--- src/rtl/uart_mem_master_if.sv ---
// Byte-stream and picorv32-native memory bus bundle for uart_mem_master.
// master = the bridge itself, slave = the UART/memory side.
interface uart_mem_master_if;
  logic [7:0]  rx_tdata;
  logic        rx_tvalid;
  logic        rx_tready;
  logic [7:0]  tx_tdata;
  logic        tx_tvalid;
  logic        tx_tready;
  logic        mem_valid;
  logic        mem_instr;
  logic [31:0] mem_addr;
  logic [31:0] mem_wdata;
  logic [3:0]  mem_wstrb;
  logic        mem_ready;
  logic [31:0] mem_rdata;

  modport master (
    input  rx_tdata, rx_tvalid, tx_tready, mem_ready, mem_rdata,
    output rx_tready, tx_tdata, tx_tvalid, mem_valid, mem_instr,
    output mem_addr, mem_wdata, mem_wstrb
  );

  modport slave (
    output rx_tdata, rx_tvalid, tx_tready, mem_ready, mem_rdata,
    input  rx_tready, tx_tdata, tx_tvalid, mem_valid, mem_instr,
    input  mem_addr, mem_wdata, mem_wstrb
  );
endinterface

--- src/rtl/uart_mem_master.sv ---
// UART-driven memory bus initiator: decodes 'R'/'W' word commands from the rx
// byte stream, runs one picorv32-native bus transaction and replies on tx.
module uart_mem_master #(
  parameter int TIMEOUT_CYCLES = 1024,
  parameter bit WRITE_ACK      = 1'b1
) (
  input  logic               clk,
  input  logic               resetn,
  uart_mem_master_if.master  bus,
  output logic               busy
);

  localparam logic [2:0] S_IDLE = 3'd0;
  localparam logic [2:0] S_ADDR = 3'd1;
  localparam logic [2:0] S_DATA = 3'd2;
  localparam logic [2:0] S_MEM  = 3'd3;
  localparam logic [2:0] S_RESP = 3'd4;

  localparam logic [7:0] CMD_WRITE = 8'h57;
  localparam logic [7:0] CMD_READ  = 8'h52;
  localparam logic [7:0] RSP_ACK   = 8'h4B;
  localparam logic [7:0] RSP_ERR   = 8'h3F;
  localparam logic [7:0] RSP_TMO   = 8'h54;

  localparam bit          TMO_EN   = (TIMEOUT_CYCLES != 0);
  localparam logic [15:0] TMO_LAST = 16'(TIMEOUT_CYCLES - 1);

  logic [2:0]  state_reg;
  logic [1:0]  cnt_reg;
  logic        write_reg;
  logic [31:0] addr_reg;
  logic [31:0] wdata_reg;
  logic [31:0] resp_reg;
  logic [2:0]  resp_len_reg;
  logic [15:0] tmo_reg;
  logic        rx_tready_reg;
  logic        tx_tvalid_reg;
  logic        mem_valid_reg;

  logic rx_fire;
  logic tx_fire;

  assign rx_fire = bus.rx_tvalid && rx_tready_reg;
  assign tx_fire = tx_tvalid_reg && bus.tx_tready;

  // rx_tready is registered so it reads 0 while in reset and rises one edge later.
  always_ff @(posedge clk or negedge resetn) begin
    if (!resetn) begin
      state_reg     <= S_IDLE;
      cnt_reg       <= 2'd0;
      write_reg     <= 1'b0;
      addr_reg      <= 32'h0;
      wdata_reg     <= 32'h0;
      resp_reg      <= 32'h0;
      resp_len_reg  <= 3'd0;
      tmo_reg       <= 16'h0;
      rx_tready_reg <= 1'b0;
      tx_tvalid_reg <= 1'b0;
      mem_valid_reg <= 1'b0;
    end else begin
      case (state_reg)
        S_IDLE: begin
          rx_tready_reg <= 1'b1;
          if (rx_fire) begin
            if (bus.rx_tdata == CMD_WRITE || bus.rx_tdata == CMD_READ) begin
              write_reg <= (bus.rx_tdata == CMD_WRITE);
              cnt_reg   <= 2'd0;
              state_reg <= S_ADDR;
            end else begin
              resp_reg      <= {24'h0, RSP_ERR};
              resp_len_reg  <= 3'd1;
              tx_tvalid_reg <= 1'b1;
              rx_tready_reg <= 1'b0;
              state_reg     <= S_RESP;
            end
          end
        end

        S_ADDR: begin
          if (rx_fire) begin
            // Low two address bits are dropped on capture: the bus is word-only.
            addr_reg[8*cnt_reg +: 8] <= (cnt_reg == 2'd0) ? {bus.rx_tdata[7:2], 2'b00}
                                                           : bus.rx_tdata;
            cnt_reg <= cnt_reg + 2'd1;
            if (cnt_reg == 2'd3) begin
              if (write_reg) begin
                state_reg <= S_DATA;
              end else begin
                mem_valid_reg <= 1'b1;
                rx_tready_reg <= 1'b0;
                tmo_reg       <= 16'h0;
                state_reg     <= S_MEM;
              end
            end
          end
        end

        S_DATA: begin
          if (rx_fire) begin
            wdata_reg[8*cnt_reg +: 8] <= bus.rx_tdata;
            cnt_reg <= cnt_reg + 2'd1;
            if (cnt_reg == 2'd3) begin
              mem_valid_reg <= 1'b1;
              rx_tready_reg <= 1'b0;
              tmo_reg       <= 16'h0;
              state_reg     <= S_MEM;
            end
          end
        end

        S_MEM: begin
          // A ready on the final timeout edge still completes normally.
          if (bus.mem_ready) begin
            mem_valid_reg <= 1'b0;
            tmo_reg       <= 16'h0;
            if (!write_reg) begin
              resp_reg      <= bus.mem_rdata;
              resp_len_reg  <= 3'd4;
              tx_tvalid_reg <= 1'b1;
              state_reg     <= S_RESP;
            end else if (WRITE_ACK) begin
              resp_reg      <= {24'h0, RSP_ACK};
              resp_len_reg  <= 3'd1;
              tx_tvalid_reg <= 1'b1;
              state_reg     <= S_RESP;
            end else begin
              rx_tready_reg <= 1'b1;
              state_reg     <= S_IDLE;
            end
          end else if (TMO_EN && tmo_reg == TMO_LAST) begin
            mem_valid_reg <= 1'b0;
            tmo_reg       <= 16'h0;
            resp_reg      <= {24'h0, RSP_TMO};
            resp_len_reg  <= 3'd1;
            tx_tvalid_reg <= 1'b1;
            state_reg     <= S_RESP;
          end else begin
            tmo_reg <= tmo_reg + 16'h1;
          end
        end

        S_RESP: begin
          // Reply bytes shift out of the low byte, so tx_tdata holds until accepted.
          if (tx_fire) begin
            resp_reg     <= resp_reg >> 8;
            resp_len_reg <= resp_len_reg - 3'd1;
            if (resp_len_reg == 3'd1) begin
              tx_tvalid_reg <= 1'b0;
              rx_tready_reg <= 1'b1;
              state_reg     <= S_IDLE;
            end
          end
        end

        default: begin
          state_reg <= S_IDLE;
        end
      endcase
    end
  end

  assign bus.rx_tready = rx_tready_reg;
  assign bus.tx_tdata  = resp_reg[7:0];
  assign bus.tx_tvalid = tx_tvalid_reg;
  assign bus.mem_valid = mem_valid_reg;
  assign bus.mem_instr = 1'b0;
  assign bus.mem_addr  = addr_reg;
  assign bus.mem_wdata = wdata_reg;
  assign bus.mem_wstrb = (mem_valid_reg && write_reg) ? 4'hF : 4'h0;
  assign busy          = (state_reg != S_IDLE);

endmodule

--- src/flat_wrapper.sv ---
// flat-port wrapper written by rule: the top's interface ports become plain ports
module uart_mem_master_flat 
#(
  parameter int TIMEOUT_CYCLES = 1024,
  parameter bit WRITE_ACK      = 1'b1
)
  (clk, resetn, busy, bus_rx_tdata, bus_rx_tvalid, bus_tx_tready, bus_mem_ready, bus_mem_rdata, bus_rx_tready, bus_tx_tdata, bus_tx_tvalid, bus_mem_valid, bus_mem_instr, bus_mem_addr, bus_mem_wdata, bus_mem_wstrb);
  uart_mem_master_if bus_i ();
  input  logic clk;
  input  logic resetn;
  output logic busy;
  input wire logic [$bits(bus_i.rx_tdata)-1:0] bus_rx_tdata;
  input wire logic [$bits(bus_i.rx_tvalid)-1:0] bus_rx_tvalid;
  input wire logic [$bits(bus_i.tx_tready)-1:0] bus_tx_tready;
  input wire logic [$bits(bus_i.mem_ready)-1:0] bus_mem_ready;
  input wire logic [$bits(bus_i.mem_rdata)-1:0] bus_mem_rdata;
  output wire logic [$bits(bus_i.rx_tready)-1:0] bus_rx_tready;
  output wire logic [$bits(bus_i.tx_tdata)-1:0] bus_tx_tdata;
  output wire logic [$bits(bus_i.tx_tvalid)-1:0] bus_tx_tvalid;
  output wire logic [$bits(bus_i.mem_valid)-1:0] bus_mem_valid;
  output wire logic [$bits(bus_i.mem_instr)-1:0] bus_mem_instr;
  output wire logic [$bits(bus_i.mem_addr)-1:0] bus_mem_addr;
  output wire logic [$bits(bus_i.mem_wdata)-1:0] bus_mem_wdata;
  output wire logic [$bits(bus_i.mem_wstrb)-1:0] bus_mem_wstrb;
  assign bus_i.rx_tdata = bus_rx_tdata;
  assign bus_i.rx_tvalid = bus_rx_tvalid;
  assign bus_i.tx_tready = bus_tx_tready;
  assign bus_i.mem_ready = bus_mem_ready;
  assign bus_i.mem_rdata = bus_mem_rdata;
  assign bus_rx_tready = bus_i.rx_tready;
  assign bus_tx_tdata = bus_i.tx_tdata;
  assign bus_tx_tvalid = bus_i.tx_tvalid;
  assign bus_mem_valid = bus_i.mem_valid;
  assign bus_mem_instr = bus_i.mem_instr;
  assign bus_mem_addr = bus_i.mem_addr;
  assign bus_mem_wdata = bus_i.mem_wdata;
  assign bus_mem_wstrb = bus_i.mem_wstrb;
  uart_mem_master #(.TIMEOUT_CYCLES(TIMEOUT_CYCLES), .WRITE_ACK(WRITE_ACK)) u_core (.clk(clk), .resetn(resetn), .bus(bus_i), .busy(busy));
endmodule
--- config.mk ---
export PLATFORM = sky130hd
export DESIGN_NAME = uart_mem_master_flat
export DESIGN_NICKNAME = d
export VERILOG_FILES = /design/src/rtl/uart_mem_master_if.sv /design/src/rtl/uart_mem_master.sv /design/src/flat_wrapper.sv
export SDC_FILE = /design/constraint.sdc
export NUM_CORES = 1
export LEC_CHECK = 0
export ABC_AREA = 1
export CAP_MARGIN = 20
export CORE_ASPECT_RATIO = 1.1
export CORE_UTILIZATION = 35
export DETAILED_ROUTE_END_ITERATION = 8
export GPL_TIMING_DRIVEN = 0
export PLACE_DENSITY = 0.62
export SYNTH_ARGS = -nofsm -noshare
export SYNTH_HDL_FRONTEND = slang
export SYNTH_SLANG_ARGS = --single-unit
--- constraint.sdc ---
create_clock -name clk -period 3.3 [get_ports clk]
set_clock_uncertainty 0.2 [all_clocks]
set_input_delay 0.66 -clock clk [delete_from_list [all_inputs] [get_ports clk]]
set_output_delay 0.66 -clock clk [all_outputs]
set_load 0.005 [all_outputs]
==> reports/results.ini, run 1 <==
[outcome]
status=finished, final reports clean

[grt]
grt_usage_pct=18.9
gr-total-overflow=0
antenna_found_initial=0
grt_max_degree=81
first_global_vias=5389
grt_pass1_wl_um=26700

[worst_setup_path]
r2r-start=u_core.cnt_reg[0]
cp_max_fo=5
crit_type=flop to primary output
cp_num_buf_inv=3
crit_top_cell=inv_1
critical_path.startpoint=u_core.state_reg[2]
max_stage_delay_ps=480
cp_top_family=buffers and inverters
crit_arrival_ps=1830
critPathCaptureType=primary output
crit_path_start_kind=flop
path_cells=nor2_2 -> inv_1 -> nor2_1 -> inv_1 -> clkdlybuf4s50_1
critPathSlowestCell=clkdlybuf4s50_1
critPathRequiredTime_ps=2440

[routing]
wl_um=16100
antenna_left=0
vias=5590
first_pass_iters=5
wire_per_inst_um=13.7
drcViolationCount=0
viasPerCell=4.77
drt_iter0_drc=384

[logic_synthesis]
synth_edf_count=0
synthFlopType=dfrtp_1
synth_nets=837
synth-seq-cells=124
yosysSeqAreaShare_pct=50.7
synthDistinctLibCells=30
synth_top_area_cell=dfrtp_1
async_flop_share_pct=100
synth.most_common_cell=nand2_1
synth_area_per_cell_sq_um=7.81
yosys_warnings=0
ys_top_cells_by_area=dfrtp_1, nand2_1, o21ai_0, nor2_1, inv_1
synth_common_cells=nand2_1, dfrtp_1, o21ai_0
synthCells=784
syn_area_sq_um=6120
synth_top_area_share_pct=50.7

[cells_and_area]
final_util_pct=48.3
drive_above_1_share_pct=7.77
area_growth_pct=34.8
num-nets-final=981
n_antenna_cell=0

[timing]
fin_crit_sh_pct=81.5
setup_viol=0
slew-limit-headroom_pct=61.5
clock.fmax_ghz=0.372
worst_pin_slew_ps=575
finalHoldViolCount=0
rsz0062_at_grt=false
drv_slew=0
post-route-min-period_ps=2690

[cts]
cts_buffers=17
clockRootBuffer=clkbuf_16
clk_pin_slew_worst_paths_ps=50
htree_levels=4
cts_buffer_depth=2
worstSkewPairLatency_ps=420
post_cts_resized=0
clock-sinks=124
cts_tree=done

[die]
rows=50
die_h_um=141
core_area_sq_um=17100
start_util_pct=35.8
die_x_um=128
die_area_sq_um=18000
ioPinCount=126

[placement]
hpwlAfterDp_um=11600
io_buffers=123
place_congestion=0.820

[power]
p_per_area_nw_per_um2=705
power.leakage_uw=0.00401
ir_worst_vdd_v=0.000393
finalPower_uw=5810

[flow_run]
max_cap_violations=0

[hold_path]
hold_start=u_core.bus.mem_addr[0]
hp-class=flop to flop

-- where the power goes --
group | internal, uW | switching [uW]
sequential | 1740 | 186
combinational | 802 | 1270
clock | 1160 | 654
-- per-stage QoR --
stage | setup TNS (ps) | cell area, sq um | setup WS (ps) | instances | hold slack (ps)
3_5_place_dp | 0 | 7670 | 594 | 1142 | 252
6_report | 0 | 8250 | 609 | 1173 | 264
4_1_cts | 0 | 8250 | 572 | 1173 | 267
2_1_floorplan | 0 | 6120 | 1190 | 784 | 164
5_1_grt | 0 | 8250 | 467 | 1173 | 294
3_3_place_gp | -471850 | 7640 | -3810 | 1141 | 254
-- what timing repair did --
item | 4_1_cts | 5_1_grt
hold buffers | 1 | 0
endpoints found under the setup margin | 0 | 0
setup buffers | 0 | 0
endpoints found under the hold margin | 44 | 0
-- cell type report --
cell class / instances / area (sq um)
Fill cell: 1709 / 8830
Multi-Input combinational cell: 560 / 2570
Inverter: 66 / 248
Tap cell: 234 / 293
Clock buffer: 23 / 478
Timing Repair Buffer: 125 / 1270
Clock inverter: 7 / 90.1
Sequential cell: 124 / 3100
Buffer: 34 / 199
-- routing by layer --
metal | global-route usage (%) | routed length, um | vias to the layer above
li1 | - | - | 2804
met1 | 26.1 | 7570 | 2612
met2 | 28.9 | 7410 | 149
met3 | 4.33 | 758 | 25
met4 | 7.24 | 304 | 0
met5 | 0 | 0 | -
-- final timing paths --
kind	end	slack [ps]	depth (start not counted)
worst min register to register	u_core.bus.mem_addr[0]	260	2
worst max register to register	u_core.bus.mem_addr[19]	780	9
worst min-delay path	u_core.bus.mem_addr[0]	260	2
worst max-delay path	busy	610	5
min in group asynchronous	u_core.resp_reg[5]	550	2
max in group asynchronous	u_core.bus.mem_addr[6]	1600	3
-- logic make-up (layout without fill, tap and decap cells) --
logic type	after synthesis	count (layout)	share of synthesized area (%)
simple gates	411	411	27.8
xor+xnor	3	3	0.429
buf+inv	100	255	7.30
other cells	1	1	0.0613
fa+ha+maj	8	8	1.64
compound gates	137	137	12.1
flops	124	124	50.7
-- worst min-delay path, stage by stage, from the launching register on --
cell     delay [ps]
dfrtp_1         340
nand2_1          50
inv_1            40
-- cells in the final DEF (no fill, tap or decap), types with 5 or more instances in the layout --
cell type          n
nand2_1          281
dfrtp_1          124
clkdlybuf4s50_1  122
o21ai_0           77
nor2_1            72
inv_1             58
o21ai_1           27
nand3_1           24
buf_4             17
a22oi_1           17
clkbuf_16         17
nand4_1           15
clkbuf_1          14
a21oi_1           12
ha_1               8
inv_2              6
buf_2              6
nor2_4             5
(Power assumes the default switching activity.)
==> run 2: changes to the inputs <==
==> constraint.sdc (replaced) <==
create_clock -name clk -period 2.8 [get_ports clk]
set_clock_uncertainty 0.2 [all_clocks]
set_input_delay 0.56 -clock clk [delete_from_list [all_inputs] [get_ports clk]]
set_output_delay 0.56 -clock clk [all_outputs]
set_load 0.005 [all_outputs]
==> results of run 2 <==
The final DEF is identical to that of run 1. Status: finished, final reports clean.
Main changes from that run: setup slack after placement 594 ps -> 194 ps; setup slack after layout 609 ps -> 209 ps; register-to-register setup slack 780 ps -> 280 ps; total power 5810 uW -> 6850 uW; worst IR drop on VDD 0.000393 V -> 0.000464 V
